--- config.mk ---
export PLATFORM = sky130hd
export DESIGN_NAME = pipelined_add_sub_flat
export DESIGN_NICKNAME = d
export VERILOG_FILES = /design/src/rtl/pipelined_add_sub_if.sv /design/src/rtl/pipelined_add_sub.sv /design/src/flat_wrapper.sv
export SDC_FILE = /design/constraint.sdc
export NUM_CORES = 1
export LEC_CHECK = 0
export ABC_AREA = 1
export BUFFER_PORTS_ARGS = -buffer_cell sky130_fd_sc_hd__buf_2
export CAP_MARGIN = 20
export CORE_AREA = 2 2 90 92
export CTS_CLUSTER_DIAMETER = 150
export DETAILED_ROUTE_END_ITERATION = 7
export DIE_AREA = 0 0 92 94
export GPL_ROUTABILITY_DRIVEN = 0
export MAX_ROUTING_LAYER = met4
export PLACE_DENSITY = 0.88
export SETUP_SLACK_MARGIN = 0.2
export SYNTH_ARGS = -nofsm -noshare
export SYNTH_HDL_FRONTEND = slang
export SYNTH_SLANG_ARGS = --single-unit
--- constraint.sdc ---
create_clock -name clk -period 3 [get_ports clk]
set_input_delay 0.6 -clock clk [delete_from_list [all_inputs] [get_ports clk]]
set_output_delay 0.6 -clock clk [all_outputs]
set_load 0.02 [all_outputs]
--- src/rtl/pipelined_add_sub_if.sv ---
// Operand/result bundle with valid/ready handshakes for the pipelined add/subtract unit.
interface pipelined_add_sub_if #(
   parameter int L = 16
);
   logic         in_valid;
   logic         in_ready;
   logic [L-1:0] a;
   logic [L-1:0] b;
   logic         sub;
   logic         out_valid;
   logic         out_ready;
   logic [L-1:0] s;
   logic         carry;
   logic         overflow;
   logic         zero;
   logic         negative;

   modport master (
      output in_valid, a, b, sub, out_ready,
      input  in_ready, out_valid, s, carry, overflow, zero, negative
   );

   modport slave (
      input  in_valid, a, b, sub, out_ready,
      output in_ready, out_valid, s, carry, overflow, zero, negative
   );
endinterface

--- src/rtl/pipelined_add_sub.sv ---
// Pipelined ripple add/subtract: each stage adds one CW-bit chunk and hands its carry to the next.
// The whole pipe advances together whenever the output slot is empty or being consumed.
module pipelined_add_sub #(
   parameter int L      = 16,
   parameter int STAGES = 4
) (
   input  logic               clk,
   input  logic               rst_n,
   pipelined_add_sub_if.slave bus
);
   localparam int CW = L / STAGES;

   if (L < 2 || STAGES < 1 || STAGES > L || (L % STAGES) != 0) begin : g_bad_cfg
      $error("pipelined_add_sub: illegal configuration L=%0d STAGES=%0d", L, STAGES);
   end

   logic en;

   assign en           = !bus.out_valid || bus.out_ready;
   assign bus.in_ready = en;

   // Per-bit full-adder ripple over one chunk; returns {carry_out, sum}.
   function automatic logic [CW:0] add_chunk(input logic [CW-1:0] x,
                                             input logic [CW-1:0] y,
                                             input logic          cin);
      logic          c;
      logic [CW-1:0] r;
      c = cin;
      r = '0;
      for (int i = 0; i < CW; i++) begin
         r[i] = x[i] ^ y[i] ^ c;
         c    = (x[i] & y[i]) | ((x[i] ^ y[i]) & c);
      end
      return {c, r};
   endfunction

   for (genvar k = 0; k < STAGES; k++) begin : g_stage
      localparam int LO = k * CW;
      localparam int SW = LO + CW;

      logic [L-LO-1:0] in_a;
      logic [L-LO-1:0] in_b;
      logic            in_c;
      logic            in_v;
      logic [CW:0]     chunk;
      logic [SW-1:0]   nxt_s;
      logic [SW-1:0]   sum_q;
      logic            carry_q;
      logic            valid_q;

      assign chunk = add_chunk(in_a[CW-1:0], in_b[CW-1:0], in_c);

      // Subtraction is A + ~B + 1, so the inverted operand and the carry-in enter here.
      if (k == 0) begin : g_head
         assign in_a  = bus.a;
         assign in_b  = bus.sub ? ~bus.b : bus.b;
         assign in_c  = bus.sub;
         assign in_v  = bus.in_valid;
         assign nxt_s = chunk[CW-1:0];
      end else begin : g_body
         assign in_a  = g_stage[k-1].g_fwd.opa_q;
         assign in_b  = g_stage[k-1].g_fwd.opb_q;
         assign in_c  = g_stage[k-1].carry_q;
         assign in_v  = g_stage[k-1].valid_q;
         assign nxt_s = {chunk[CW-1:0], g_stage[k-1].sum_q};
      end

      always_ff @(posedge clk or negedge rst_n) begin
         if (!rst_n) begin
            valid_q <= 1'b0;
            sum_q   <= '0;
            carry_q <= 1'b0;
         end else if (en) begin
            valid_q <= in_v;
            sum_q   <= nxt_s;
            carry_q <= chunk[CW];
         end
      end

      // Only the operand bits still waiting to be added travel to the next stage.
      if (k < STAGES - 1) begin : g_fwd
         logic [L-SW-1:0] opa_q;
         logic [L-SW-1:0] opb_q;

         always_ff @(posedge clk or negedge rst_n) begin
            if (!rst_n) begin
               opa_q <= '0;
               opb_q <= '0;
            end else if (en) begin
               opa_q <= in_a[L-LO-1:CW];
               opb_q <= in_b[L-LO-1:CW];
            end
         end
      end

      // Carry into the MSB is recovered as a^b^s at that bit, giving signed overflow.
      if (k == STAGES - 1) begin : g_tail
         logic overflow_q;
         logic zero_q;
         logic negative_q;

         always_ff @(posedge clk or negedge rst_n) begin
            if (!rst_n) begin
               overflow_q <= 1'b0;
               zero_q     <= 1'b0;
               negative_q <= 1'b0;
            end else if (en) begin
               overflow_q <= in_a[CW-1] ^ in_b[CW-1] ^ chunk[CW-1] ^ chunk[CW];
               zero_q     <= (nxt_s == '0);
               negative_q <= chunk[CW-1];
            end
         end

         assign bus.out_valid = valid_q;
         assign bus.s         = sum_q;
         assign bus.carry     = carry_q;
         assign bus.overflow  = overflow_q;
         assign bus.zero      = zero_q;
         assign bus.negative  = negative_q;
      end
   end
endmodule

--- src/flat_wrapper.sv ---
// flat-port wrapper written by rule: the top's interface ports become plain ports
module pipelined_add_sub_flat 
#(
   parameter int L      = 16,
   parameter int STAGES = 4
)
  (clk, rst_n, bus_in_valid, bus_a, bus_b, bus_sub, bus_out_ready, bus_in_ready, bus_out_valid, bus_s, bus_carry, bus_overflow, bus_zero, bus_negative);
  pipelined_add_sub_if #(.L(L)) bus_i ();
  input  logic clk;
  input  logic rst_n;
  input wire logic [$bits(bus_i.in_valid)-1:0] bus_in_valid;
  input wire logic [$bits(bus_i.a)-1:0] bus_a;
  input wire logic [$bits(bus_i.b)-1:0] bus_b;
  input wire logic [$bits(bus_i.sub)-1:0] bus_sub;
  input wire logic [$bits(bus_i.out_ready)-1:0] bus_out_ready;
  output wire logic [$bits(bus_i.in_ready)-1:0] bus_in_ready;
  output wire logic [$bits(bus_i.out_valid)-1:0] bus_out_valid;
  output wire logic [$bits(bus_i.s)-1:0] bus_s;
  output wire logic [$bits(bus_i.carry)-1:0] bus_carry;
  output wire logic [$bits(bus_i.overflow)-1:0] bus_overflow;
  output wire logic [$bits(bus_i.zero)-1:0] bus_zero;
  output wire logic [$bits(bus_i.negative)-1:0] bus_negative;
  assign bus_i.in_valid = bus_in_valid;
  assign bus_i.a = bus_a;
  assign bus_i.b = bus_b;
  assign bus_i.sub = bus_sub;
  assign bus_i.out_ready = bus_out_ready;
  assign bus_in_ready = bus_i.in_ready;
  assign bus_out_valid = bus_i.out_valid;
  assign bus_s = bus_i.s;
  assign bus_carry = bus_i.carry;
  assign bus_overflow = bus_i.overflow;
  assign bus_zero = bus_i.zero;
  assign bus_negative = bus_i.negative;
  pipelined_add_sub #(.L(L), .STAGES(STAGES)) u_core (.clk(clk), .rst_n(rst_n), .bus(bus_i));
endmodule
==> results.toml, run 1 <==
[worst_setup_path]
required_ns = 3.26
cp.arrival_ns = 2.76
path_max_fanout = 4
start_kind = "flop"
endpoint_kind = "flop"
crit_type = "reg -> reg"

[yosys]
synth_seq_cells = 98
synth-xor-area-share = 0.03481
postSynthCellCount = 447
synthesis.area_sq_um = 4278
synth_top_family_by_area = "simple AND/OR/NAND/NOR gates"
synth_top_area_share = 0.5733
postSynthAreaPerCell_sq_um = 9.570
seq_area_frac_synth = 0.5733
synth_fp_nets = 500
synth_cell_types = 18
synth_compound_area_frac = 0.07722
post-synth-top-area-cell = "dfrtp_1"
synth-simple-area-share = 0.1620
ys_warn_count = 0
synthTopCellsByArea = "dfrtp_1 57%, nand2_1 14%, o21ai_0 7.5%"
synthMuxAreaShare = 0
synthAdderAreaFrac = 0.07312

[sta]
finalMaxSlewViolations = 0
hold_viol = 0
rsz0062_at_grt = "false"
final.setup.tns_ns = 0
clock.fmax_mhz = 399.2
setup_viol = 0
fin_crit_ns = 2.505
worst_slack_ns = 0.4948
fin_crit_sh = 0.8351
tightest_slew_ns = 0.7392
slew_headroom = 0.5072
clock_skew_ns = 0.01016

[floorplanning]
core_area_sq_um = 7607
rows = 32
fp.dieH_um = 94
io_pins = 59
dieArea_sq_um = 8648
dieWidth_um = 92
start_util = 0.5623

[cts]
cts_setup_buffers = 0
postCtsResizedCells = 0
clkTransAtPathRegs_ns = 0.09
cts_tree = "done"
cts_buffer_depth = 2
clockRootBuffer = "clkbuf_8"
cts_buffers = 9
clock-sinks = 98
clkLatencyLatePin_ns = 0.36
cts_hold_buffers = 0
cts-htree-levels = 3

[routing]
final_antenna_net_count = 0
drt_iter0_markers = 238
avgRoutedWirePerCell_um = 12.90
vias = 2966
routed_via_density = 4.911
route.detailed.drc = 0
dr.pass1.iters = 4
wirelength_um = 7789

[worst_hold_path]
hold_path_class = "in -> async"

[finish]
layout_commonest_cell = "nand2_1"
final.fill_count = 611
drive_gt1_frac = 0.1614
nets = 550
antennaDiodeCount = 0
fin_util = 0.6383
final_area_sq_um = 4856
most-common-layout-cells = "163 x nand2_1, 98 x dfrtp_1, 64 x o21ai_0"
syn2layout_area_growth_pct = 13.51

[pwr]
p_leak_nw = 2.479
finalPower_mw = 5.109
power_density_nw_per_um2 = 1052
ir_drop_uv = 355.7

[global_route]
grt_pass1_wl_um = 13560
antenna_found_initial = 0
grt_start_max_net_pins = 112
track_usage = 0.2083
grt_pass1_vias = 2955
globalRouteOverflowTotal = 0

[status]
status = "complete, no violations"

[placed_design]
port_buffers = 58
detailed_place_hpwl_um = 5294
place_worst_setup_slack_ns = 0.4967
dpl_cell_area_sq_um = 4589

[job]
cap_violations = 0
==> kinds of logic (layout without fill, tap and decap cells) <==
kind of cell             Yosys count  in the layout
AO/OA/AOI/OAI                     66             66
XOR/XNOR                          17             17
adder cells (fa/ha/maj)           16             16
buffers and inverters             69            124
flip-flops                        98             98
AND/OR/NAND/NOR                  181            181
==> synthesized netlist by cell type, drive strengths merged <==
cell,count
xor2,2
clkbuf,2
o21ai,66
buf,22
ha,1
dfrtp,98
inv,45
nor2,14
fa,15
xnor2,15
nand2,163
or2,1
nand3,3
==> state kept, by name, indices dropped and copies added (netlist names) <==
name and flops:
u_core.bus.carry 1, u_core.bus.out_valid 1, u_core.g_stage.valid_q 3, u_core.g_stage.carry_q 3
u_core.bus.overflow 1, u_core.bus.s 15, u_core.g_stage.g_fwd.opa_q 24, u_core.bus.zero 1
u_core.g_stage.g_fwd.opb_q 24, u_core.bus.negative 1, u_core.g_stage.sum_q 24
==> power by group <==
part	switching [mW]	internal [mW]
clock	0.440	0.660
sequential	0.306	1.89
combinational	1.15	0.662
total	1.89	3.22
==> per-layer routing <==
layer	track usage	wire [um]
met5	-	0
met4	0.1057	207
met3	0.04334	360
met2	0.3156	3884
met1	0.2708	3336
==> cell type report <==
class | instances | area, sq um | share of cell area
Multi-Input combinational cell | 280 | 1485 | 0.3058
Clock inverter | 5 | 125.1 | 0.02577
Inverter | 45 | 168.9 | 0.03478
Timing Repair Buffer | 63 | 355.3 | 0.07318
Clock buffer | 11 | 141.4 | 0.02912
Tap cell | 102 | 127.6 | 0.02628
Sequential cell | 98 | 2452 | 0.5050
==> worst paths after layout <==
| kind | to | depth (start not counted) | start | slack (ns) |
|---|---|---|---|---|
| hold / removal | u_core.g_stage[0].g_fwd.opa_q[3] | 1 | rst_n | 0.21 |
| setup reg to reg | u_core.bus.zero | 13 | u_core.g_stage[2].g_fwd.opb_q[0] | 0.49 |
| max in group asynchronous | u_core.g_stage[2].g_fwd.opb_q[1] | 2 | rst_n | 2.11 |
| min in group clk | u_core.g_stage[0].g_fwd.opa_q[6] | 3 | bus_a[10] | 0.44 |
| setup / recovery | u_core.bus.zero | 13 | u_core.g_stage[2].g_fwd.opb_q[0] | 0.49 |
| hold reg to reg | u_core.bus.out_valid | 2 | u_core.g_stage[2].valid_q | 0.47 |
==> metrics by stage <==
step / instances / hold WS, ns
5_1_grt: 604 / 0.2457
4_1_cts: 604 / 0.2231
3_5_place_dp: 588 / 0.4498
2_1_floorplan: 447 / 0.3044
3_3_place_gp: 588 / 0.4400
6_report: 604 / 0.2051
==> worst max-delay path, stage by stage (launching register included) <==
cell and delay, ns:
dfrtp_1 0.37, inv_1 0.10, fa_1 0.17, inv_1 0.05
fa_1 0.45, fa_1 0.43, inv_1 0.09, fa_1 0.44
inv_1 0.09, nor2_1 0.04, nand2_1 0.05, nor2_1 0.04
nand3_1 0.06, nand2_1 0.05
(Power assumes the default switching activity.)
==> inputs of run 2 (changes only) <==
==> constraint.sdc (replaced) <==
create_clock -name clk -period 2.4 [get_ports clk]
set_input_delay 0.48 -clock clk [delete_from_list [all_inputs] [get_ports clk]]
set_output_delay 0.48 -clock clk [all_outputs]
set_load 0.02 [all_outputs]
==> run 2 against run 1 <==
Sequential power grew 25%. Combinational power grew 36%. Die area is the same. Count of clock-buffer cells in the layout is the same. Hold slack lost 0.13 ns. Setup slack lost 0.40 ns. Clock skew grew 0.0014 ns. Via count shrank 0.54%. Critical path type unchanged. Critical endpoint unchanged. Highest routed layer unchanged.
==> results.toml, run 2 (synthesis results as in run 1) <==
[finish]
nets = 559
reg_top3 = "u_core.g_stage.g_fwd.opa_q x24, u_core.g_stage.g_fwd.opb_q x24, u_core.g_stage.sum_q x24"
final_area_sq_um = 4880
fin_util = 0.6414
syn2layout_area_growth_pct = 14.07
drive_gt1_frac = 0.2118
most-common-layout-cells = "163 x nand2_1, 98 x dfrtp_1, 62 x o21ai_0"
final_cells = 612
layout_commonest_cell = "nand2_1"
antennaDiodeCount = 0

[cts]
cts_buffers = 9
clkLatencyLatePin_ns = 0.36
clockRootBuffer = "clkbuf_8"
clock-sinks = 98
cts_buffer_depth = 2
clkTransAtPathRegs_ns = 0.09
cts-htree-levels = 3
cts_hold_buffers = 0
cts_tree = "done"

[placed_design]
place_inst = 590
port_buffers = 58
dpl_cell_area_sq_um = 4631
place_worst_setup_slack_ns = 0.04616
detailed_place_hpwl_um = 5293

[routing]
avgRoutedWirePerCell_um = 12.37
drt_iter0_markers = 251
final_antenna_net_count = 0
route.detailed.drc = 0
wirelength_um = 7573
vias = 2950
routed_via_density = 4.820
dr.pass1.iters = 5

[worst_setup_path]
path_max_fanout = 3
cpMostUsedCell = "fa_2"
endpoint_kind = "flop"
crit_type = "reg -> reg"
required_ns = 2.66
cp_slowest_cell = "fa_2"
cp_num_buf_inv = 4
path_cells = "inv_2 > fa_2 > inv_2 > fa_2 > fa_2 > inv_2 > fa_2 > inv_1 > nor2_1 > nand2_1 > nor2_1 > nand3_1 > nand2_1"
start_kind = "flop"
critPathMaxStageDelay_ns = 0.45
cp_top_family = "adder cells"
cp.arrival_ns = 2.57

[sta]
fin_crit_ns = 2.304
clock_skew_ns = 0.01154
rsz0062_at_grt = "true"
slew_headroom = 0.6619
worst_hold_slack_ns = 0.07849
setup_viol = 0
tightest_slew_ns = 0.5072
clock.fmax_mhz = 434.0
hold_viol = 0
final.setup.tns_ns = 0
worst_slack_ns = 0.09562
fin_crit_sh = 0.9602
finalMaxSlewViolations = 0

[global_route]
grt_pass1_vias = 2804
globalRouteOverflowTotal = 0
antenna_found_initial = 0
grt_start_max_net_pins = 75
track_usage = 0.1982
grt_pass1_wl_um = 13050

[floorplanning]
fp.dieH_um = 94
io_pins = 59
dieArea_sq_um = 8648
rows = 32
core_area_sq_um = 7607
start_util = 0.5623
dieWidth_um = 92

[pwr]
finalPower_mw = 6.158
p_leak_nw = 2.471
ir_drop_uv = 402.9
power_density_nw_per_um2 = 1262

[status]
status = "complete, no violations"

[job]
cap_violations = 0

[worst_hold_path]
hold_path_class = "in -> async"
==> run 2: per-layer routing <==
metal	up-vias	global-route usage	part of all wire
met5	-	-	0
met2	78	0.3033	0.49
li1	1472	-	-
met3	13	0.03371	0.042
met4	0	0.08458	0.020
met1	1387	0.2673	0.45
==> run 2: timing repair <==
| item | 4_1_cts | 5_1_grt |
|---|---|---|
| pin swaps | 9 | 7 |
| resized for setup | 10 | 5 |
| buffers inserted | 4 | 3 |
| setup endpoints to repair | 5 | 5 |
==> run 2: area by class of cell <==
class | count | area, sq um
well taps | 102 | 127.6
fillers | 609 | 2728
clock buffers | 11 | 141.4
inverters | 45 | 168.9
clock inverters | 4 | 28.78
multi-input cells | 280 | 1534
repair buffers | 72 | 426.7
flip-flops and latches | 98 | 2452
==> run 2: where the power goes <==
group,switching (mW),internal (mW)
logic,1.48,0.986
registers,0.385,2.37
clock network,0.536,0.400
==> run 2: path summary, 6_finish.rpt <==
check / from / to / slack (ns) / cells past startpoint
min in group clk: bus_a[6] / u_core.g_stage[0].g_fwd.opa_q[2] / 0.31 / 3
hold reg to reg: u_core.g_stage[1].sum_q[4] / u_core.g_stage[2].sum_q[4] / 0.46 / 2
hold / removal: rst_n / u_core.g_stage[0].g_fwd.opa_q[2] / 0.08 / 1
setup reg to reg: u_core.g_stage[2].g_fwd.opa_q[0] / u_core.bus.zero / 0.1 / 13
max in group asynchronous: rst_n / u_core.g_stage[1].g_fwd.opa_q[7] / 1.69 / 2
setup / recovery: u_core.g_stage[2].g_fwd.opa_q[0] / u_core.bus.zero / 0.1 / 13
==> inputs of run 3 (changes only) <==
--- a/config.mk
+++ b/config.mk
@@ -15,6 +15,7 @@
 export GPL_ROUTABILITY_DRIVEN = 0
 export MAX_ROUTING_LAYER = met4
 export PLACE_DENSITY = 0.88
+export RECOVER_POWER = 25
 export SETUP_SLACK_MARGIN = 0.2
 export SYNTH_ARGS = -nofsm -noshare
 export SYNTH_HDL_FRONTEND = slang
==> run 3 against run 2 <==
Clock power barely moved. Sequential cell count did not move. Via count fell by 0.34%. Utilization fell by 0.23 points. Setup slack barely moved. Power barely moved. Largest cell class unchanged.
==> results.toml, run 3 (synthesis results as in run 1) <==
[global_route]
grt_pass1_wl_um = 13050
antenna_found_initial = 0
grt_pass1_vias = 2804
globalRouteOverflowTotal = 0
track_usage = 0.1982
grt_start_max_net_pins = 75

[finish]
syn2layout_area_growth_pct = 13.66
regArea_sq_um = 2452
fin_util = 0.6391
multiInputGateArea_sq_um = 1534
most-common-layout-cells = "163 x nand2_1, 98 x dfrtp_1, 62 x o21ai_0"
antennaDiodeCount = 0
drive_gt1_frac = 0.2118
layout_commonest_cell = "nand2_1"
final.fill_count = 612
reg_top3 = "u_core.g_stage.g_fwd.opa_q x24, u_core.g_stage.g_fwd.opb_q x24, u_core.g_stage.sum_q x24"
nets = 559

[routing]
wirelength_um = 7606
dr.pass1.iters = 4
route.detailed.drc = 0
drt_iter0_markers = 238
routed_via_density = 4.804
vias = 2940
final_antenna_net_count = 0
avgRoutedWirePerCell_um = 12.43

[pwr]
power_density_nw_per_um2 = 1266
p_leak_nw = 2.465
finalPower_mw = 6.154
ir_drop_uv = 402.4

[worst_hold_path]
hold_path_class = "in -> async"

[worst_setup_path]
r2r-end = "u_core.bus.zero"
critPathMaxStageDelay_ns = 0.45
rrSetupSlack_ns = 0.1
cpMostUsedCell = "fa_2"
path_max_fanout = 3
required_ns = 2.66
cp.arrival_ns = 2.57
worst_r2r_startpoint = "u_core.g_stage[2].g_fwd.opa_q[0]"
cp_slowest_cell = "fa_2"
crit_type = "reg -> reg"
rr_worst_depth = 13
endpoint_kind = "flop"
start_kind = "flop"
path_cells = "inv_2 > fa_2 > inv_2 > fa_2 > fa_2 > inv_2 > fa_2 > inv_1 > nor2_1 > nand2_1 > nor2_1 > nand3_1 > nand2_1"

[cts]
clockRootBuffer = "clkbuf_8"
cts-htree-levels = 3
cts_buffer_depth = 2
clock-sinks = 98
clkLatencyLatePin_ns = 0.36
cts_buffers = 9
cts_tree = "done"
clkTransAtPathRegs_ns = 0.09
cts_hold_buffers = 0

[floorplanning]
fp.dieH_um = 94
rows = 32
start_util = 0.5623
dieArea_sq_um = 8648
dieWidth_um = 92
core_area_sq_um = 7607
io_pins = 59

[job]
cap_violations = 0

[sta]
tightest_slew_ns = 0.9950
slew_headroom = 0.3366
rsz0062_at_grt = "true"
clock.fmax_mhz = 433.9
setup_viol = 0
clock_skew_ns = 0.01043
finalMaxSlewViolations = 0
worst_hold_slack_ns = 0.2511
fin_crit_ns = 2.305
fin_crit_sh = 0.9602
hold_viol = 0

[status]
status = "complete, no violations"

[placed_design]
detailed_place_hpwl_um = 5293
port_buffers = 58
## run 3: cell count changes in the layout (fill, tap and decap cells not counted), sizes merged
| cell | previous run | this run |
|---|---|---|
| buf | 72 | 70 |
| clkbuf | 11 | 13 |
## run 3: critical path, delay by kind of cell, from the launching register on
kind	cells	cell delay, ns
buffers and inverters	4	0.26
and+or+nand+nor	5	0.23
adders and majority gates	4	1.33
DFF	1	0.39
## run 3: through the flow
stage | instances | setup TNS [ns] | setup WS (ns) | area [sq um]
global placement | 590 | 0 | 0.1066 | 4631
global route | 612 | -0.05488 | -0.03014 | 4862
floorplan | 447 | 0 | 0.1431 | 4322
CTS | 609 | 0 | 0.09554 | 4848
detailed placement | 590 | 0 | 0.04616 | 4631
finish | 612 | 0 | 0.09544 | 4862
## run 3: power by group
group,switching [mW],internal [mW],total [mW],leakage [nW]
clock network,0.536,0.400,0.935,0.0814
logic,1.48,0.983,2.47,1.19
registers,0.385,2.37,2.75,1.19
total,2.40,3.75,6.15,2.46
## run 3: how the worst max path moves through the flow
stage                     slack (ns)                    endpoint  depth (start not counted)                              from
after floorplan                 0.14  u_core.g_stage[0].sum_q[3]                          9                           bus_sub
after global placement          0.11             u_core.bus.zero                         13  u_core.g_stage[2].g_fwd.opb_q[0]
after detailed placement        0.05             u_core.bus.zero                         13  u_core.g_stage[2].g_fwd.opb_q[0]
after CTS                        0.1             u_core.bus.zero                         13  u_core.g_stage[2].g_fwd.opa_q[0]
after global routing           -0.03             u_core.bus.zero                         13  u_core.g_stage[2].g_fwd.opa_q[0]
final                            0.1             u_core.bus.zero                         13  u_core.g_stage[2].g_fwd.opa_q[0]
## run 3: layout make-up
| class | count | area share |
|---|---|---|
| Inverter | 45 | 0.03474 |
| Clock buffer | 11 | 0.02908 |
| Clock inverter | 4 | 0.005919 |
| Timing Repair Buffer | 72 | 0.08415 |
| Tap cell | 102 | 0.02625 |
| Sequential cell | 98 | 0.5044 |
| Multi-Input combinational cell | 280 | 0.3155 |
## run 3: routing by layer
layer	vias up	track usage	wire length (um)
li1	1474	-	-
met1	1377	0.2673	3435
met2	78	0.3033	3692
met3	11	0.03371	329
met4	0	0.08458	150
met5	-	-	0
## run 3: repair_timing
item | 4_1_cts | 5_1_grt
pin swaps | 9 | 7
setup buffers | 4 | 3
gates resized for setup | 10 | 5
setup endpoints to repair | 5 | 5
